===== src/rtl/output_argmax.sv =====
// Streaming argmax over NUM_CLASSES signed scores, with a result handshake.
// Optional: define OUTPUT_ARGMAX_MARGIN_EN to add the max-minus-second-max margin output.
module output_argmax #(
  parameter int NUM_CLASSES = 10,
  parameter int SCORE_W     = 16
) (
  input  logic               clk,
  input  logic               rst_n,
  input  logic               start,
  input  logic               score_valid,
  input  logic [SCORE_W-1:0] score,
  output logic               score_ready,
  output logic               busy,
  output logic               result_valid,
  input  logic               result_ready,
  output logic [3:0]         class_idx,
  output logic [SCORE_W-1:0] max_score
`ifdef OUTPUT_ARGMAX_MARGIN_EN
  ,
  output logic [SCORE_W:0]   margin
`endif
);

  typedef enum logic [1:0] {S_IDLE, S_COLLECT, S_RESULT} state_t;

  localparam logic [SCORE_W-1:0] MOST_NEG = {1'b1, {(SCORE_W-1){1'b0}}};
  localparam logic [3:0]         LAST     = 4'(NUM_CLASSES - 1);

  state_t             r_state, w_state_nxt;
  logic [3:0]         r_cnt, r_run_idx, r_class_idx;
  logic [SCORE_W-1:0] r_run_max, r_max_score;
  logic               w_xfer, w_last, w_take, w_restart;
  logic [SCORE_W-1:0] w_max_nxt;
  logic [3:0]         w_idx_nxt;

  // A beat arriving with start in COLLECT is dropped: the restart wins.
  assign w_xfer    = (r_state == S_COLLECT) && score_valid && !start;
  assign w_last    = w_xfer && (r_cnt == LAST);
  assign w_restart = start && (r_state != S_RESULT);
  // Beat 0 always loads; afterwards only a strictly greater score wins, so ties keep the lower index.
  assign w_take    = (r_cnt == 4'd0) || ($signed(score) > $signed(r_run_max));
  assign w_max_nxt = w_take ? score : r_run_max;
  assign w_idx_nxt = w_take ? r_cnt : r_run_idx;

  assign class_idx = r_class_idx;
  assign max_score = r_max_score;

  always_ff @(posedge clk or negedge rst_n) begin
    if (!rst_n) r_state <= S_IDLE;
    else        r_state <= w_state_nxt;
  end

  always_comb begin
    w_state_nxt  = r_state;
    score_ready  = 1'b0;
    busy         = 1'b0;
    result_valid = 1'b0;
    case (r_state)
      S_IDLE: begin
        if (start) w_state_nxt = S_COLLECT;
      end
      S_COLLECT: begin
        score_ready = 1'b1;
        busy        = 1'b1;
        if (w_last) w_state_nxt = S_RESULT;
      end
      S_RESULT: begin
        busy         = 1'b1;
        result_valid = 1'b1;
        if (result_ready) w_state_nxt = S_IDLE;
      end
      default: w_state_nxt = S_IDLE;
    endcase
  end

  // Running max lives apart from the published result so outputs hold through IDLE and COLLECT.
  always_ff @(posedge clk or negedge rst_n) begin
    if (!rst_n) begin
      r_cnt       <= '0;
      r_run_idx   <= '0;
      r_run_max   <= '0;
      r_class_idx <= '0;
      r_max_score <= '0;
    end else if (w_restart) begin
      r_cnt     <= '0;
      r_run_idx <= '0;
      r_run_max <= MOST_NEG;
    end else if (w_xfer) begin
      r_cnt     <= w_last ? 4'd0 : r_cnt + 4'd1;
      r_run_idx <= w_idx_nxt;
      r_run_max <= w_max_nxt;
      if (w_last) begin
        r_class_idx <= w_idx_nxt;
        r_max_score <= w_max_nxt;
      end
    end
  end

`ifdef OUTPUT_ARGMAX_MARGIN_EN
  logic [SCORE_W-1:0] r_second, w_sec_nxt;
  logic [SCORE_W:0]   r_margin, w_margin_nxt;

  // A tie with the max also passes the "greater than second" test, which makes the margin 0.
  assign w_sec_nxt    = w_take ? r_run_max :
                        ($signed(score) > $signed(r_second)) ? score : r_second;
  assign w_margin_nxt = {w_max_nxt[SCORE_W-1], w_max_nxt} - {w_sec_nxt[SCORE_W-1], w_sec_nxt};
  assign margin       = r_margin;

  always_ff @(posedge clk or negedge rst_n) begin
    if (!rst_n) begin
      r_second <= '0;
      r_margin <= '0;
    end else if (w_restart) begin
      r_second <= MOST_NEG;
    end else if (w_xfer) begin
      r_second <= w_sec_nxt;
      if (w_last) r_margin <= w_margin_nxt;
    end
  end
`endif

endmodule


===== config.mk =====
export PLATFORM = sky130hd
export DESIGN_NAME = output_argmax
export DESIGN_NICKNAME = d
export VERILOG_FILES = /design/src/rtl/output_argmax.sv
export SDC_FILE = /design/constraint.sdc
export NUM_CORES = 1
export LEC_CHECK = 0
export BUFFER_PORTS_ARGS = -buffer_cell sky130_fd_sc_hd__buf_2
export CAP_MARGIN = 25
export CORE_UTILIZATION = 50
export CTS_CLUSTER_DIAMETER = 60
export DETAILED_ROUTE_END_ITERATION = 10
export PLACE_DENSITY = 0.73
export SETUP_SLACK_MARGIN = 0.05
export SYNTH_ARGS = -nofsm -noshare
export SYNTH_HDL_FRONTEND = slang
export SYNTH_SLANG_ARGS = --single-unit

===== constraint.sdc =====
create_clock -name clk -period 5.9 [get_ports clk]
set_input_delay 0.59 -clock clk [delete_from_list [all_inputs] [get_ports clk]]
set_output_delay 0.59 -clock clk [all_outputs]
set_load 0.05 [all_outputs]

==> reports/qor.yml <==
rows: 25
maxCapViolations: 0
layout_worst_path_cycle_share_pct: 54.02
fin_skew_ns: 0.004975
grt.total_usage_pct: 22.73
critPathLaunchType: "register"
synthSimpleGateAreaFrac_pct: 14.82
r2r_setup_slack_ns: 2.71
nFillCells: 433
drt-initial-drc-count: 78
post_synth.cell_area_avg_um2: 9.572
slowest_stage: "nor3_4"
synth_cells: 269
drt-vias-per-instance: 5.812
hp-class: "in2async"
synth-xor-area-share_pct: 0
finalSetupViolCount: 0
htreeDepth: 2
slew-limit-headroom_pct: 33.50
synth_edf_count: 0
final_hold_viol_count: 0
worstReg2RegStart: "r_run_max[14]"
cts_resized: 0
cts-buffers-inserted: 5
startpoint: "r_run_max[14]"
cp_cell_sequence: "inv_1, ha_1, nand4_1, nor4_1, a21boi_0, a2111oi_4, buf_6, nor3_4, a22o_1"
synth-main-ff-cell: "dfrtp_1"
fmax_mhz: 313.7
fp.dieH_um: 73.77
utilization_pct: 60.75
grt_max_degree: 47
max_stage_delay_ns: 0.58
fin_crit_ns: 3.187
run_status: "complete, no violations"
core_mm2: 0.004848
leakagePower_nw: 1.425
hpwlAfterDp_mm: 3.751
final_layout_size_suffix_gt1_share_pct: 18.71
routed_wirelength_mm: 5.506
placed_cells: 367
synth_seq_area_share_pct: 44.70
grt_pass1_wl_mm: 9.597
synth-seq-cells: 46
clk_path_buf_depth: 2
vias: 2191
io_pins: 44
async_reset_ff_share_pct: 100.0
die_w_um: 73.77
post_cts_buffers: 0
die_area_mm2: 0.005441
vdd_drop_max_mv: 0.1353
cp.required_ns: 6.13
cts_tree: "done"
grt_overflow: 0
p_total_mw: 0.7715
crit_family: "simple AND/OR/NAND/NOR gates"
syn_to_final_growth_pct: 14.38
synth_top_family_by_area: "compound AO/OA/AOI/OAI gates"
clkLatencyLatePin_ns: 0.30
route.antenna.remaining_nets: 0
postCtsHoldBufs: 0
gp_congestion: 0.7611
slew_viol_final: 0
synth_compound_area_share_pct: 23.28
powerDensity_mw_per_mm2: 261.9
post-route-drc-count: 0
nNetsFinal: 353
wl_per_cell_um: 14.60
rsz0062_at_grt: "false"
place_area_mm2: 0.002815
cts.sinks: 46
arrival_ns: 3.42
synth_area_mm2: 0.002575
drt-pass1-iter-count: 4
fin_area_mm2: 0.002945
reg2reg_to: "r_run_max[11]"
yosys-mux-area-fraction_pct: 0
worstSetupEndpointType: "register"
worst_slew_pin_slew_ns: 0.9950
cts-root-buf: "clkbuf_8"
reg2reg_depth: 9
n_antenna_cell: 0
syn_nets: 313
cp_max_fo: 17
tns_ns: 0
yosys_warnings: 0
final_cells: 377
start_util_pct: 53.11
grt_pass1_vias: 2137
clkTransAtPathRegs_ns: 0.09
critical_path_class: "reg2reg"
io_buffers: 43
antenna_found_initial: 0
synthAdderAreaFrac_pct: 11.18
synth_cell_types: 39
crit_buf_inv: 2
## cell usage in the layout, fill, tap and decap left out, types with 2 or more instances in the layout
master	instances
nand4_1	3
and2_1	3
clkbuf_8	6
or3_1	2
a32o_1	2
a31oi_1	20
nor2_1	24
ha_1	23
o21ai_0	20
dfrtp_1	46
o31ai_1	2
inv_1	23
nand3_1	21
nor4_1	2
nor2b_1	2
a21oi_1	7
a211o_1	2
buf_2	43
a2111o_1	2
a21o_1	2
a22o_1	17
o21ai_1	5
nand2_1	14
## power by group
group	leakage (nW)	switching [mW]	internal [mW]
sequential	0.630	0.0213	0.339
clock	0.0482	0.105	0.0947
combinational	0.747	0.135	0.0773
## synth_stat cells (2+ instances only)
cell type  count  area (um2)
dfrtp_1       46        1151
nor2_1        25       93.84
ha_1          23       287.8
inv_1         23       86.33
nand3_1       21       105.1
a31oi_1       20       125.1
o21ai_0       20       100.1
a22o_1        17       148.9
nand2_1       14       52.55
a21oi_1        7       35.03
clkbuf_1       6       22.52
o21ai_1        5       25.02
and2_1         3       18.77
buf_2          3       15.01
nand4_1        3       18.77
a2111o_1       2       22.52
a211o_1        2       17.52
a21o_1         2       15.01
a32o_1         2       20.02
buf_4          2       15.01
nor2b_1        2       12.51
nor4_1         2       12.51
o31ai_1        2       15.01
or3_1          2       12.51
## layout make-up
| cell class | count | area, um2 | share of cell area (%) |
|---|---|---|---|
| flip-flops and latches | 46 | 1151 | 39.08 |
| inverters | 23 | 86.33 | 2.931 |
| clock inverters | 1 | 5.005 | 0.1699 |
| repair buffers | 46 | 261.5 | 8.879 |
| well taps | 67 | 83.83 | 2.846 |
| clock buffers | 7 | 86.33 | 2.931 |
| multi-input cells | 187 | 1271 | 43.16 |
## layer usage
layer | up-vias | share of wire (%) | global-route usage, %
li1 | 1062 | - | -
met1 | 1081 | 46 | 29.01
met2 | 44 | 49 | 40.06
met3 | 4 | 3.9 | 3.704
met4 | 0 | 0.65 | 5.556
met5 | - | 0 | 0
## stage by stage
stage | worst slack [ns] | hold slack (ns)
2_1_floorplan | 3.140 | 0.2944
3_3_place_gp | 2.304 | 0.4705
3_5_place_dp | 2.252 | 0.4724
4_1_cts | 2.526 | 0.4921
5_1_grt | 2.334 | 0.3108
6_report | 2.713 | 0.2673
## worst register-to-register path, cell delays in order, from the launching register on
cell	delay (ns)
dfrtp_1	0.38
inv_1	0.05
ha_1	0.28
nand4_1	0.18
nor4_1	0.41
a21boi_0	0.56
a2111oi_4	0.19
buf_6	0.22
nor3_4	0.58
a22o_1	0.26
## registers in the layout, summed over array words and instances, names as in the netlist
name and flops:
r_cnt 4, max_score 16, r_run_max 16, r_state 2, r_run_idx 4, class_idx 4
## cells by family after synthesis
group,Yosys count
AOI/OAI and AO/OA,86
and+or+nand+nor,78
DFF,46
buffers and inverters,36
adders and majority gates,23
## worst max-delay path by stage
stage / cells after the start / endpoint
after floorplan: 8 / r_run_idx[0]
after global placement: 8 / r_run_max[11]
after detailed placement: 8 / r_run_max[13]
after CTS: 8 / r_run_max[11]
after global routing: 9 / r_run_max[6]
final: 9 / r_run_max[11]
Power figures use the tool's default switching activity.
